$ cat src/rtl/codec_stream_decoder.sv
// Receive-side XOR decoder: strips the live key from incoming words and buffers them in a FIFO.
// Optional macro CODEC_KEY_ROLL_EN rotates the key left by one bit after every accepted word.
module codec_stream_decoder #(
    parameter int unsigned        DATA_W  = 64,
    parameter int unsigned        DEPTH   = 4,
    parameter logic [DATA_W-1:0]  KEY_RST = '0
) (
    input  logic                       clk,
    input  logic                       rst,
    input  logic                       key_wr_i,
    input  logic [DATA_W-1:0]          key_i,
    output logic [DATA_W-1:0]          key_o,
    input  logic                       flush_i,
    input  logic                       in_valid_i,
    output logic                       in_ready_o,
    input  logic [DATA_W-1:0]          in_data_i,
    output logic                       out_valid_o,
    input  logic                       out_ready_i,
    output logic [DATA_W-1:0]          out_data_o,
    output logic [$clog2(DEPTH):0]     level_o
);

    localparam int unsigned PtrW = $clog2(DEPTH);
    localparam int unsigned LvlW = PtrW + 1;

    logic [DATA_W-1:0] mem [DEPTH];
    logic [PtrW-1:0]   wr_ptr_q, wr_ptr_d;
    logic [PtrW-1:0]   rd_ptr_q, rd_ptr_d;
    logic [LvlW-1:0]   level_q, level_d;
    logic [DATA_W-1:0] key_q, key_d;
    logic              push, pop, push_en;

    assign in_ready_o  = (level_q != LvlW'(DEPTH));
    assign out_valid_o = (level_q != '0);
    assign push        = in_valid_i & in_ready_o;
    assign pop         = out_valid_o & out_ready_i;
    // Flush swallows any same-edge push, so no write and no key roll.
    assign push_en     = push & ~flush_i;

    always_comb begin
        wr_ptr_d = wr_ptr_q;
        rd_ptr_d = rd_ptr_q;
        level_d  = level_q;
        key_d    = key_q;
        if (flush_i) begin
            wr_ptr_d = '0;
            rd_ptr_d = '0;
            level_d  = '0;
        end else begin
            if (push) wr_ptr_d = wr_ptr_q + PtrW'(1);
            if (pop)  rd_ptr_d = rd_ptr_q + PtrW'(1);
            case ({push, pop})
                2'b10:   level_d = level_q + LvlW'(1);
                2'b01:   level_d = level_q - LvlW'(1);
                default: level_d = level_q;
            endcase
`ifdef CODEC_KEY_ROLL_EN
            if (push) key_d = {key_q[DATA_W-2:0], key_q[DATA_W-1]};
`endif
        end
        // An explicit key load beats any roll at the same edge.
        if (key_wr_i) key_d = key_i;
    end

    always_ff @(posedge clk) begin
        if (rst) begin
            wr_ptr_q <= '0;
            rd_ptr_q <= '0;
            level_q  <= '0;
            key_q    <= KEY_RST;
        end else begin
            wr_ptr_q <= wr_ptr_d;
            rd_ptr_q <= rd_ptr_d;
            level_q  <= level_d;
            key_q    <= key_d;
        end
    end

    // Words are stored already decoded with the key in force before this edge.
    always_ff @(posedge clk) begin
        if (!rst && push_en) begin
            mem[wr_ptr_q] <= in_data_i ^ key_q;
        end
    end

    assign out_data_o = out_valid_o ? mem[rd_ptr_q] : '0;
    assign key_o      = key_q;
    assign level_o    = level_q;

endmodule
$ cat config.mk
export PLATFORM = sky130hd
export DESIGN_NAME = codec_stream_decoder
export DESIGN_NICKNAME = d
export VERILOG_FILES = /design/src/rtl/codec_stream_decoder.sv
export SDC_FILE = /design/constraint.sdc
export NUM_CORES = 1
export LEC_CHECK = 0
export CAP_MARGIN = 25
export CELL_PAD_IN_SITES_DETAIL_PLACEMENT = 1
export CELL_PAD_IN_SITES_GLOBAL_PLACEMENT = 2
export CORE_MARGIN = 5
export CORE_UTILIZATION = 30
export CTS_BUF_LIST = sky130_fd_sc_hd__clkbuf_4 sky130_fd_sc_hd__clkbuf_8
export DETAILED_ROUTE_END_ITERATION = 12
export PLACE_DENSITY = 0.69
export SLEW_MARGIN = 15
export SYNTH_ARGS = -nofsm -noshare
export SYNTH_HDL_FRONTEND = slang
export SYNTH_SLANG_ARGS = --single-unit
$ cat constraint.sdc
create_clock -name clk -period 2.55 [get_ports clk]
set_input_delay 0.51 -clock clk [delete_from_list [all_inputs] [get_ports clk]]
set_output_delay 0.51 -clock clk [all_outputs]
set_load 0.05 [all_outputs]
==> summary.md, run 1 <==
| Metric | Value |
|---|---|
| Kind of critical path | register to output port |
| CTS tree | done |
| DR vias | 7343 |
| Slew margin rel. | 46.7% |
| CP Launch Type | register |
| Antenna viol nets, final | 0 |
| Top-level port count | 267 |
| Initial Util | 30.2% |
| Sequential fraction of design power | 48.0% |
| Failing checks | negative setup slack |
| Status | finished, violations left |
| Reg2reg setup slack | 270 ps |
| Die X | 218 µm |
| Die area | 47400 µm² |
| RSZ-0062 raised after global routing | yes |
| First-pass GRT wire length | 50700 µm |
| Worst r2r dst | level_o[2]$_SDFFE_PP0P_ |
| Register area share after synthesis | 70.6% |
| Total grt overflow | 0 |
| DP Worst Slack | 61.8 ps |
| Peak supply drop | 0.379 mV |
| Area leader, netlist | edfxtp_1 |
| CP Capture Type | output port |
| Max Slew Vio Count | 0 |
| Total number of clock tree sinks | 329 |
| Detailed Place HPWL | 20000 µm |
| Overall die height | 218 µm |
| Tot GR Track Use | 14.0% |
| Post-Syn Area | 13000 µm² |
| H-tree levels | 2 |
| WP data required | 2040 ps |
| Area contributors post-synth | edfxtp_1 (59%), dfxtp_1 (11%), mux4_2 (11%) |
| Most frequent cells in the layout | edfxtp_1 (256), clkdlybuf4s50_1 (198), nor2_1 (71), xor2_1 (68), dfxtp_1 (68) |
| Cts bufs inserted | 56 |
| Worst-case clock skew | 21.7 ps |
| Gp weighted congestion | 0.691 |
| Setup ws final | -121 ps |
| Min Tclk post-route | 2670 ps |
| Clock share of power | 38.8% |
| Final Hold Fails | 0 |
| Fin crit share | 105% |
| Final setup fails | 64 |
| Number of fill cells | 4253 |
| P_leak | 0.00661 µW |
| Worst hold path class | input port to register |
| Fmax | 374 MHz |
| Vias/cell | 4.37 |
| Net Count, Synth | 869 |
| Layout cell share with drive strength beyond 1 | 31.1% |
| NetSw | 3100 µW |
| Nets | 1187 |
| Initial antenna violation count | 2 |
| Vias in the first global route | 8461 |
| CTS max path bufs | 3 |
| CP Data Arrival Time | 2160 ps |
| Switching Fraction | 24.7% |
| Critical path peak fanout | 7 |
| Worst Hold Depth | 3 |
| CTS Hold Bufs | 0 |
| Clk Latency, worst-skew pair | 620 ps |
| Detailed-route DRC error count | 0 |
| Yosys reg bits | 329 |
| Pre-antenna DRT Iters | 4 |
| Synth unique cells | 28 |
| Area grow syn2layout | 41.3% |
| CTS Root Buffer Type | clkbuf_8 |
| Crit path largest cell delay | 500 ps |
| Pwr dens | 687 nW/µm² |
| Hold_ws | 298 ps |
| Combinational group share of total power | 13.2% |
| RR Startpoint | level_o[1]$_SDFFE_PP0P_ |
| IO buf count | 266 |
| Core Area | 42900 µm² |
| Clock-pin slew on the worst setup and hold paths | 60 ps |
| Ys Warns | 0 |
| Hold Path Sink | level_o[2]$_SDFFE_PP0P_ |
| Avg WL per Cell | 19.9 µm |
| CP cell instances | buf_12 -> clkbuf_16 -> mux4_2 -> and2_4 -> buf_6 |
| Drt total wl | 33400 µm |
| Worst Max-Slew Pin Slew | 800 ps |
| Post-synthesis cell count | 729 |
| Hold Startpoint | rst |
| Yosys top cell area share | 59.3% |
| MaxCap Viol Count | 0 |
| Internal power | 9470 µW |
| Largest net degree at the start of global routing | 65 |
| Row count | 76 |
| Avg Cell Area, Syn | 17.8 µm² |
| Slowest CP cell | mux4_2 |
| Commonest non-fill, non-tap cell in the layout | edfxtp_1 |
| Worst Reg-to-Reg Cells | 9 |
| Iter 0 DRT Violations | 288 |
## timing repair
item,in CTS,in global routing
setup endpoints to repair,66,64
pin swaps,1,21
gates cloned,6,2
setup buffers,5,2
resized for setup,70,107
## state kept, by name (all words and copies together), names as in the netlist, named ones only
name,flops
wr_ptr_q,2
key_o,64
level_o,3
mem,256
rd_ptr_q,2
## cell type report
class                      count  area (µm²)  area share [%]
antenna                        1        2.50          0.0137
inverter                       7        26.3           0.144
timing repair buffer         297        3450            18.9
tap                          585         732            4.00
clock buffer                  88        1080            5.90
multi-input combinational    356        3750            20.5
clock inverter                17         105           0.574
sequential                   329        9160            50.0
## per-layer routing
metal	GRT usage, %	part of all wire [%]	up-vias
met4	4.48	1.8	2
met5	0	0.039	-
met1	17.1	42	3725
met2	24.0	50	194
met3	4.15	5.9	44
li1	-	-	3378
## through the flow
stage / instance area, µm² / TNS, ps / util, % / cells / total power (µW)
global route: 18300 / -12620 / 42.7 / 1680 / 13200
CTS: 17900 / -11900 / 41.8 / 1676 / 12700
finish: 18300 / -4930 / 42.7 / 1680 / 12600
detailed placement: 16300 / 0 / 38.0 / 1560 / 7640
global placement: 16300 / 0 / 38.0 / 1560 / 7610
floorplan: 13000 / 0 / - / 729 / 6990
## cell usage after synthesis
cell type and count:
buf_1 6, or3_2 1, o31ai_2 1, inv_1 7, ha_1 5, dfxtp_1 73, or3_1 1, a21oi_1 2
nand2_1 2, nor2_1 71, buf_2 12, mux4_2 64, o31ai_1 1, buf_4 1, and2_4 1, and2_1 64
fa_1 1, or2_2 1, o311ai_0 1, o21ai_0 1, or3b_4 1, buf_6 8, and3_2 4, clkbuf_1 10
mux2i_1 65, edfxtp_1 256, xor2_1 68, nand4_1 1
## power by group through the flow
stage / Sequential (µW) / Combinational (µW) / Clock (µW)
global placement: 6150 / 1470 / 0
global route: 6050 / 1770 / 5350
CTS: 6040 / 1610 / 5070
detailed placement: 6150 / 1490 / 0
finish: 6040 / 1660 / 4870
floorplan: 6350 / 643 / 0
## worst max-delay path by stage
stage,end,slack [ps],depth (start not counted)
2_1_floorplan,level_o[2]$_SDFFE_PP0P_,9,10
3_3_place_gp,level_o[2]$_SDFFE_PP0P_,90,9
3_5_place_dp,level_o[2]$_SDFFE_PP0P_,60,9
4_1_cts,out_data_o[18],-230,5
5_1_grt,out_data_o[1],-240,5
6_report,out_data_o[57],-120,5
## critical path: cells and delay by family, from the launching register on
family	cells	cell delay, ps
mux	1	500
buf+inv	3	480
flops	1	400
simple gates	1	170
## cells by family after synthesis
| family | Yosys count | synth area share (%) |
|---|---|---|
| simple gates | 147 | 5.79 |
| xor+xnor | 68 | 4.60 |
| flops | 329 | 70.6 |
| mux | 129 | 16.1 |
| compound gates | 6 | 0.338 |
| buf+inv | 44 | 1.88 |
| fa+ha+maj | 6 | 0.637 |
Note: power is estimated with default switching activity, not from simulation.
==> run 2: changes to the inputs <==
CAP_MARGIN = 40   (was 25)
REMOVE_ABC_BUFFERS = 1   (was default)
==> run 2 against run 1 <==
The run still ends with negative setup slack left. Clock power shrank 2%. Largest cell class unchanged. First-iteration DRC count shrank 41%. Final cell count grew 0.60%. Critical endpoint is now out_data_o[20].
==> summary.md, run 2 (synthesis results as in run 1) <==
| Metric | Value |
|---|---|
| Crit path largest cell delay | 520 ps |
| Initial Util | 30.2% |
| Detailed Place HPWL | 20500 µm |
| H-tree levels | 2 |
| IO buf count | 266 |
| Worst Max-Slew Pin Slew | 580 ps |
| Pre-antenna DRT Iters | 4 |
| Min Tclk post-route | 2690 ps |
| Worst r2r dst | level_o[2]$_SDFFE_PP0P_ |
| Pwr dens | 680 nW/µm² |
| Total number of clock tree sinks | 329 |
| Commonest non-fill, non-tap cell in the layout | edfxtp_1 |
| Largest net degree at the start of global routing | 65 |
| Top-level port count | 267 |
| Fmax | 371 MHz |
| Overall die height | 218 µm |
| Antenna cells | 0 |
| Slew margin rel. | 61.3% |
| Tot GR Track Use | 14.1% |
| Avg WL per Cell | 19.8 µm |
| MaxCap Viol Count | 0 |
| Worst-case clock skew | 13.9 ps |
| Total power | 12500 µW |
| CP Capture Type | output port |
| Detailed-route DRC error count | 0 |
| RR Startpoint | level_o[0]$_SDFFE_PP0P_ |
| Fin Setup TNS | -6300 ps |
| CTS max path bufs | 3 |
| Row count | 76 |
| Cts bufs inserted | 58 |
| Status | finished, violations left |
| DR vias | 7379 |
| WP data required | 2040 ps |
| Drt total wl | 33400 µm |
| Initial antenna violation count | 1 |
| Worst hold path class | input port to register |
| Clk Latency, worst-skew pair | 620 ps |
| Clock-pin slew on the worst setup and hold paths | 60 ps |
| Total grt overflow | 0 |
| CTS tree | done |
| Final setup fails | 64 |
| Core Area | 42900 µm² |
| Die X | 218 µm |
| Fin crit share | 106% |
| Nets | 1198 |
| Peak supply drop | 0.305 mV |
| Area grow syn2layout | 41.8% |
| Max Slew Vio Count | 0 |
| Layout cell share with drive strength beyond 1 | 31.3% |
| Failing checks | negative setup slack |
| Gp weighted congestion | 0.695 |
| Most frequent cells in the layout | edfxtp_1 (256), clkdlybuf4s50_1 (195), nor2_1 (71), dfxtp_1 (69), xor2_1 (68) |
| P_leak | 0.00671 µW |
| Hold Path Sink | level_o[2]$_SDFFE_PP0P_ |
| CTS Root Buffer Type | clkbuf_8 |
| Vias in the first global route | 8401 |
| CP Launch Type | register |
| Top reg by flops | mem |
| Antenna viol nets, final | 0 |
| Die area | 47400 µm² |
| Setup ws final | -145 ps |
| Slowest CP cell | mux4_2 |
| Hold_ws | 345 ps |
| CP cell instances | buf_12 -> buf_12 -> mux4_2 -> and2_4 -> buf_6 |
| Hold Startpoint | rst |
| Max reg flops | 256 |
| Vias/cell | 4.37 |
| Worst Reg-to-Reg Cells | 10 |
| CP most frequent cell | buf_12 |
| Kind of critical path | register to output port |
| RSZ-0062 raised after global routing | yes |
| First-pass GRT wire length | 50800 µm |
| Iter 0 DRT Violations | 171 |
| Crit-path leading delay family | multiplexers |
| Critical path peak fanout | 10 |
| Buf+Inv Stages, Crit Path | 3 |
| Reg2reg setup slack | 120 ps |
| Final Hold Fails | 0 |
| CP Data Arrival Time | 2180 ps |
| Worst Hold Depth | 3 |
==> run 2: changes by cell type in the layout (fill, tap and decap cells not counted), sizes merged <==
cell	delta
bufinv	-1
clkinvlp	-2
buf	+11
dlymetal6s2s	+3
clkinv	+3
diode	-1
clkdlybuf4s50	-3
==> run 2: worst min-delay path: cells and delay by family <==
family | cells | cell delay, ps
AOI/OAI and AO/OA | 1 | 50
buffers and inverters | 1 | 140
and+or+nand+nor | 1 | 220
==> run 2: layer usage <==
layer	share of wire (%)	GRT usage [%]	wire, µm
met1	42	17.3	14100
met2	50	24.2	16800
met3	6.0	4.69	2010
met4	1.5	3.43	517
met5	0	0	0
==> run 2: cell type report <==
cell class              instances  area, µm²
fillers                      4244      24500
flip-flops and latches        329       9160
multi-input cells             356       3740
repair buffers                306       3570
clock buffers                  90       1080
well taps                     585        732
clock inverters                17       76.3
inverters                       7       26.3
==> run 2: how the worst max path moves through the flow <==
stage	startpoint	end	cells after the start
floorplan	register	out_data_o[0]	2
global placement	out_ready_i	level_o[2]$_SDFFE_PP0P_	9
detailed placement	out_ready_i	level_o[2]$_SDFFE_PP0P_	9
CTS	register	out_data_o[20]	5
global route	register	out_data_o[30]	5
finish	register	out_data_o[20]	5
==> run 2: repair_timing <==
item	CTS	global route
endpoints found under the setup margin	66	69
pin swaps	0	19
buffers inserted	5	3
hold buffers	0	0
cloned	6	0
resized for setup	124	54
==> run 2: where the power goes <==
part,switching [µW],internal [µW]
Sequential,69.6,5970
Combinational,939,746
Clock,2100,2670
==> run 2: metrics by stage <==
stage / cell area, µm² / cells / setup slack [ps] / util, %
CTS: 18200 / 1687 / -239 / 42.3
global route: 18400 / 1690 / -261 / 42.9
global placement: 16400 / 1568 / 46.6 / 38.1
finish: 18400 / 1690 / -145 / 42.9
detailed placement: 16400 / 1569 / 5.11 / 38.2
floorplan: 12700 / 692 / -1660 / -
==> run 3: changes to the inputs <==
CORE_ASPECT_RATIO = 0.9   (was default)
PLACE_DENSITY = 0.72   (was 0.69)
clock period = 2.4 ns   (was 2.55 ns; I/O delays follow)
==> run 3 against run 2 <==
Sequential power increased by 6.1%. Sequential share of layout area grew 0.051 points. The flow still finishes with violations (negative setup slack). Critical endpoint is now out_data_o[29]. Die area barely moved. Worst hold slack lost 18 ps. Clock skew increased by 3.5 ps. Routed wire length up 4.2%. Register-to-register slack worse by 40 ps.
==> summary.md, run 3 (synthesis results as in run 1) <==
| Metric | Value |
|---|---|
| Final Hold Fails | 0 |
| Worst r2r dst | level_o[2]$_SDFFE_PP0P_ |
| CP Launch Type | register |
| Tot GR Track Use | 14.4% |
| First-pass GRT wire length | 53000 µm |
| Vias in the first global route | 8487 |
| CTS tree | done |
| Gp weighted congestion | 0.675 |
| Clock-pin slew on the worst setup and hold paths | 60 ps |
| Die area | 47500 µm² |
| Pwr dens | 723 nW/µm² |
| Total power | 13300 µW |
| WP data required | 1920 ps |
| Vias/cell | 4.51 |
| Fin crit share | 109% |
| CTS max path bufs | 3 |
| Area grow syn2layout | 41.7% |
| Max reg flops | 256 |
| Min Tclk post-route | 2610 ps |
| CP cell instances | buf_12 -> buf_16 -> mux4_2 -> and2_4 -> buf_6 |
| Hold Startpoint | rst |
| Fmax | 383 MHz |
| Drt total wl | 34800 µm |
| RSZ-0062 raised after global routing | yes |
| Antenna viol nets, final | 0 |
| Worst Hold Depth | 4 |
| IO buf count | 266 |
| Worst hold path class | input port to register |
| Crit path largest cell delay | 510 ps |
| P_leak | 0.00670 µW |
| CTS Hold Bufs | 0 |
| Commonest non-fill, non-tap cell in the layout | edfxtp_1 |
| Final setup fails | 64 |
| DR vias | 7489 |
| Overall die height | 207 µm |
| Reg2reg setup slack | 80 ps |
| Most frequent cells in the layout | edfxtp_1 (256), clkdlybuf4s50_1 (193), nor2_1 (71), xor2_1 (68), dfxtp_1 (68) |
| Kind of critical path | register to output port |
| Die X | 229 µm |
| Top reg by flops | mem |
| Critical path peak fanout | 7 |
| Initial Util | 30.2% |
| Layout cell share with drive strength beyond 1 | 31.2% |
| Pre-antenna DRT Iters | 4 |
| Hold Path Sink | wr_ptr_q[1]$_SDFFE_PP0P_ |
| Status | finished, violations left |
| CTS Root Buffer Type | clkbuf_8 |
| Worst Reg-to-Reg Cells | 10 |
| Row count | 72 |
| Core Area | 42900 µm² |
| H-tree levels | 2 |
| Nets | 1202 |
| Antenna cells | 0 |
| Detailed-route DRC error count | 0 |
| Initial antenna violation count | 0 |
| RR Startpoint | level_o[1]$_SDFFE_PP0P_ |
| Cts bufs inserted | 56 |
| Failing checks | negative setup slack |
| Slowest CP cell | mux4_2 |
| Top-level port count | 267 |
| Max Slew Vio Count | 0 |
| Total number of clock tree sinks | 329 |
| Setup ws final | -211 ps |
| CP Data Arrival Time | 2130 ps |
| Fin Setup TNS | -11470 ps |
| Peak supply drop | 0.342 mV |
| Worst Max-Slew Pin Slew | 570 ps |
| Avg WL per Cell | 20.9 µm |
| Iter 0 DRT Violations | 339 |
| Total grt overflow | 0 |
| Worst-case clock skew | 17.4 ps |
| Clk Latency, worst-skew pair | 600 ps |
| MaxCap Viol Count | 0 |
| Largest net degree at the start of global routing | 65 |
| CP Capture Type | output port |
| Detailed Place HPWL | 20700 µm |
| Slew margin rel. | 61.5% |
## run 3: worst max-delay path by stage
stage	to	cells past startpoint
2_1_floorplan	out_data_o[0]	2
3_3_place_gp	level_o[2]$_SDFFE_PP0P_	9
3_5_place_dp	level_o[2]$_SDFFE_PP0P_	9
4_1_cts	out_data_o[29]	5
5_1_grt	out_data_o[24]	5
6_report	out_data_o[29]	5
## run 3: per-layer routing
metal | GRT usage, % | up-vias | part of all wire (%)
li1 | - | 3416 | -
met4 | 3.86 | 0 | 1.8
met3 | 3.98 | 51 | 5.6
met5 | 0 | - | 0
met2 | 23.0 | 188 | 47
met1 | 19.7 | 3834 | 45
## run 3: through the flow
| step | worst slack (ps) | hold slack, ps | util [%] | area [µm²] | instances |
|---|---|---|---|---|---|
| floorplan | -1780 | 469 | - | 12700 | 692 |
| global placement | -63.6 | 484 | 38.1 | 16400 | 1540 |
| detailed placement | -108 | 493 | 38.1 | 16400 | 1540 |
| CTS | -315 | 256 | 42.5 | 18200 | 1658 |
| global route | -315 | 289 | 42.8 | 18400 | 1662 |
| finish | -211 | 327 | 42.8 | 18400 | 1662 |
## run 3: worst max-delay path: cells and delay by family, from the launching register on
kind / cells / cell delay (ps)
buf+inv: 3 / 450
flops: 1 / 380
mux: 1 / 510
simple gates: 1 / 170
## run 3: final cells by class
class	count	area [µm²]
Tap cell	555	694
Timing Repair Buffer	312	3610
Multi-Input combinational cell	356	3750
Clock buffer	73	905
Clock inverter	30	208
Inverter	7	26.3
Fill cell	4247	24500
Sequential cell	329	9160
## run 3: power by group
group          internal [µW]  switching [µW]
clock                   2780            2260
sequential              6340            73.2
combinational            802            1020
total                   9920            3350
## run 3: timing repair
action	in CTS	in global routing
pin swaps	0	6
setup buffers	7	3
gates cloned	8	3
setup endpoints to repair	70	67
resized for setup	158	24
